<file path="src/rtl/inst_memory.sv">
// Read-only, byte-addressable instruction ROM for the fetch stage.
// Registers a little-endian 32-bit word fetched at PC and the sequential PC + PC_STEP.
module inst_memory #(
  parameter int MEM_BYTES = 256,
  parameter int ADDR_BITS = 8,
  parameter int PC_STEP   = 4
) (
  input  logic        clk,
  input  logic        rst,
  input  logic [63:0] PC,
  output logic [31:0] instruction,
  output logic [63:0] New_PC
);

  // ROM contents are a fixed ramp (byte[i] = i mod 256); there is no write path.
  logic [7:0] rom [MEM_BYTES];

  for (genvar i = 0; i < MEM_BYTES; i++) begin : g_rom
    assign rom[i] = 8'(i % 256);
  end

  logic [ADDR_BITS-1:0] byte_addr [4];
  logic [31:0]          fetch_word;
  logic [63:0]          next_pc;

  // Byte addresses wrap within ADDR_BITS, so fetches straddling the top land at 0.
  always_comb begin
    fetch_word = '0;
    for (int k = 0; k < 4; k++) begin
      byte_addr[k] = PC[ADDR_BITS-1:0] + ADDR_BITS'(k);
      fetch_word[8*k +: 8] = rom[byte_addr[k]];
    end
  end

  assign next_pc = PC + 64'(PC_STEP);

  // Power-up value is zero; reset has priority over the fetch.
  logic [31:0] instruction_q = '0;
  logic [63:0] new_pc_q      = '0;

  always_ff @(posedge clk) begin
    if (rst) begin
      instruction_q <= '0;
      new_pc_q      <= '0;
    end else begin
      instruction_q <= fetch_word;
      new_pc_q      <= next_pc;
    end
  end

  assign instruction = instruction_q;
  assign New_PC      = new_pc_q;

endmodule

</file>
<file path="config.mk">
export PLATFORM = sky130hd
export DESIGN_NAME = inst_memory
export DESIGN_NICKNAME = d
export VERILOG_FILES = /design/src/rtl/inst_memory.sv
export SDC_FILE = /design/constraint.sdc
export NUM_CORES = 1
export LEC_CHECK = 0
export BUFFER_PORTS_ARGS = -buffer_cell sky130_fd_sc_hd__buf_2
export CAP_MARGIN = 15
export CORE_MARGIN = 10
export CORE_UTILIZATION = 45
export CTS_BUF_LIST = sky130_fd_sc_hd__clkbuf_4 sky130_fd_sc_hd__clkbuf_8
export DETAILED_ROUTE_END_ITERATION = 7
export PLACE_DENSITY = 0.76
export SLEW_MARGIN = 5
export SYNTH_ARGS = -nofsm -noshare
export SYNTH_HDL_FRONTEND = slang
export SYNTH_SLANG_ARGS = --single-unit
</file>
<file path="constraint.sdc">
create_clock -name clk -period 2.12 [get_ports clk]
set_input_delay 0.424 -clock clk [delete_from_list [all_inputs] [get_ports clk]]
set_output_delay 0.424 -clock clk [all_outputs]
set_load 0.05 [all_outputs]
</file>
==> results.py <==
metrics = {
    "status": {
        "status": "finished clean",
    },
    "cts": {
        "holdBufCountCts": 0,
        "numCtsBuffers": 9,
        "cts_setup_buffers": 0,
        "ctsHtreeMaxLevel": 3,
        "cts_root_buffer": "clkbuf_8",
        "cts_max_path_buffers": 2,
        "clkTransAtPathRegs_ns": 0.11,
        "cts_tree": "built",
        "post_cts_resized": 0,
        "clock-sinks": 92,
    },
    "timing": {
        "drv_slew": 0,
        "period_needed_ns": 1.918,
        "fin_crit_sh_pct": 90.45,
        "setup_ws_ns": 0.2025,
        "setup_viol": 0,
        "worstMarginPinSlew_ns": 0.4579,
        "rsz0062_at_grt": "no",
        "tns_ns": 0,
        "hold_viol": 0,
        "max_freq_mhz": 521.5,
        "relSlewSlack_pct": 69.19,
    },
    "route": {
        "wl_um": 13010,
        "vias": 4132,
        "avgRoutedWirePerCell_um": 16.57,
        "final_antenna_net_count": 0,
        "drt_first_pass_iters": 4,
        "drc": 0,
        "vias_per_cell": 5.264,
        "drtIter0Drc": 299,
    },
    "setup_path": {
        "cp.required_ns": 2.41,
        "crit_buf_inv": 3,
        "worst_path_largest_cell_delay_ns": 0.50,
        "path_cells": "buf_2 > nand4_1 > nor4_4 > buf_4 > nand4_2 > buf_12 > or4_1 > a21oi_1",
        "worstSetupEndpointType": "flip-flop",
        "critPathLaunchType": "input pin",
        "crit_type": "input pin to flip-flop",
        "crit_arrival_ns": 2.21,
        "critPathTopFamily": "simple AND/OR/NAND/NOR gates",
        "cpMaxStageDelayCell": "or4_1",
        "worstPathMaxFanout": 13,
    },
    "power_and_ir_drop": {
        "power_uw": 4008,
        "power_density_mw_per_mm2": 728.6,
        "peakVddDrop_mv": 0.4002,
        "leakagePower_uw": 0.002485,
    },
    "synthesis": {
        "avgSynthCellArea_um2": 8.575,
        "synth.area.top_cells": "dfxtp_1 46%, xor2_1 6.8%, nor2_1 6.0%",
        "synth.distinct_cells": 27,
        "ys_warn_count": 0,
        "yosysTopAreaCell": "dfxtp_1",
        "synth_seq_cells": 92,
        "synth.top_cell.area_share_pct": 46.29,
        "ys_seq_area_share_pct": 46.29,
        "syn_area_mm2": 0.003979,
        "syn_inst": 464,
        "syn-num-nets": 535,
    },
    "cells_and_area": {
        "fillers": 751,
        "areaGrowthSynthToFinish_pct": 38.24,
        "final_nets": 742,
        "drive_above_1_share_pct": 35.95,
        "seq_area_mm2": 0.001842,
        "multiInputGateArea_mm2": 0.001983,
        "final_cell_area_mm2": 0.005500,
        "post-route-util_pct": 63.38,
    },
    "floorplan": {
        "chipWidth_um": 114.0,
        "fp-row-count": 34,
        "io_pins": 162,
        "initial_utilization_pct": 45.85,
        "die_area_mm2": 0.01300,
        "fp.dieH_um": 114.0,
        "coreArea_mm2": 0.008678,
    },
    "place": {
        "gp_congestion": 0.9442,
        "placed_cell_area_mm2": 0.005283,
        "dp_hpwl_um": 10320,
        "port-buffer-count": 161,
        "place_ws_ns": -0.1424,
    },
    "global_route": {
        "gr-usage-all-layers_pct": 19.17,
        "grt_pass1_vias": 4225,
        "grt_pass1_wl_um": 20590,
        "grt-ovfl-total": 0,
        "antenna_found_initial": 0,
        "grt_start_max_net_pins": 61,
    },
    "hold_path": {
        "hold_path_end": "instruction[17]$_SDFF_PP0_",
        "min_path_cells": 2,
        "hold_start": "PC[1]",
        "hold_path_class": "input pin to flip-flop",
    },
    "job": {
        "timing.max_cap.violations": 0,
    },
}
flip-flops by register name, summed over array words and instances (netlist names):
register and flops:
instruction 30, New_PC 62
worst max-delay path by stage:
stage          startpoint                    end  slack, ns  cells past startpoint
6_report           PC[14]  New_PC[60]$_SDFF_PP0_       0.20                      8
5_1_grt            PC[21]  New_PC[60]$_SDFF_PP0_       0.13                      7
4_1_cts            PC[14]  New_PC[60]$_SDFF_PP0_       0.21                      8
3_5_place_dp       PC[14]  New_PC[60]$_SDFF_PP0_      -0.14                      8
3_3_place_gp       PC[14]  New_PC[60]$_SDFF_PP0_      -0.05                      8
2_1_floorplan       PC[3]  New_PC[45]$_SDFF_PP0_       0.11                      7
cell usage after synthesis:
cell / n
o21ai_0: 20
nor4_4: 1
clkbuf_1: 15
and2_1: 2
a21oi_1: 27
ha_1: 5
nor2_1: 64
inv_1: 9
o31ai_1: 8
nand3_1: 23
and3_1: 6
nor4b_1: 1
buf_1: 1
nand3_2: 1
nand4_2: 3
nand4_1: 27
or4_1: 12
dfxtp_1: 92
or3_1: 23
nor4_1: 10
xor2_1: 31
buf_2: 6
buf_4: 4
xnor2_1: 18
nor3_1: 11
nand2_1: 33
nor2b_1: 11
metal layers:
layer  wire length, um  track usage (%)  up-vias
li1                  -                -     2024
met1              5203            21.29     1928
met2              6270            32.69      158
met3              1243            6.667       22
met4               288            7.769        0
met5                 0                0        -
cell usage in the layout (no fill, tap or decap), types with 2 or more instances in the layout:
| cell | instances |
|---|---|
| xnor2_1 | 18 |
| nor2_1 | 64 |
| clkbuf_8 | 9 |
| buf_4 | 59 |
| buf_2 | 161 |
| nor2b_1 | 11 |
| buf_12 | 2 |
| inv_1 | 9 |
| and2_1 | 2 |
| nand4_1 | 27 |
| xor2_1 | 31 |
| or3_1 | 23 |
| nor4_1 | 10 |
| nand2_1 | 33 |
| or4_1 | 12 |
| nand3_1 | 23 |
| nor3_1 | 11 |
| inv_6 | 2 |
| o21ai_0 | 20 |
| nand4_2 | 3 |
| o31ai_1 | 8 |
| and3_1 | 6 |
| dfxtp_1 | 92 |
| ha_1 | 5 |
| a21oi_1 | 27 |
where the power goes:
group / total, uW / leakage, uW / internal, uW / switching, uW
clock: 1270 / 0.000105 / 574 / 700
sequential: 1850 / 0.000767 / 1830 / 25.6
combinational: 879 / 0.00161 / 237 / 642
stage by stage:
step	hold slack, ns	cells
floorplan	0.4964	464
global placement	0.6781	768
detailed placement	0.6815	768
CTS	0.2842	784
global route	0.3152	784
finish	0.3012	785
cell families after synthesis:
| group | Yosys count | share of synthesized area, % |
|---|---|---|
| and+or+nand+nor | 228 | 30.06 |
| adders and majority gates | 5 | 1.572 |
| DFF | 92 | 46.29 |
| xor gates and xnor gates | 49 | 10.79 |
| AOI/OAI and AO/OA | 55 | 7.422 |
| buffers and inverters | 35 | 3.868 |
layout make-up:
cell class	count	share of cell area (%)
antenna	1	0.04550
sequential	92	33.49
tap	108	2.457
inverter	9	0.6142
clock buffer	9	2.252
clock inverter	7	1.661
multi-input combinational	337	36.06
timing repair buffer	222	23.43
Power figures use the tool's default switching activity.
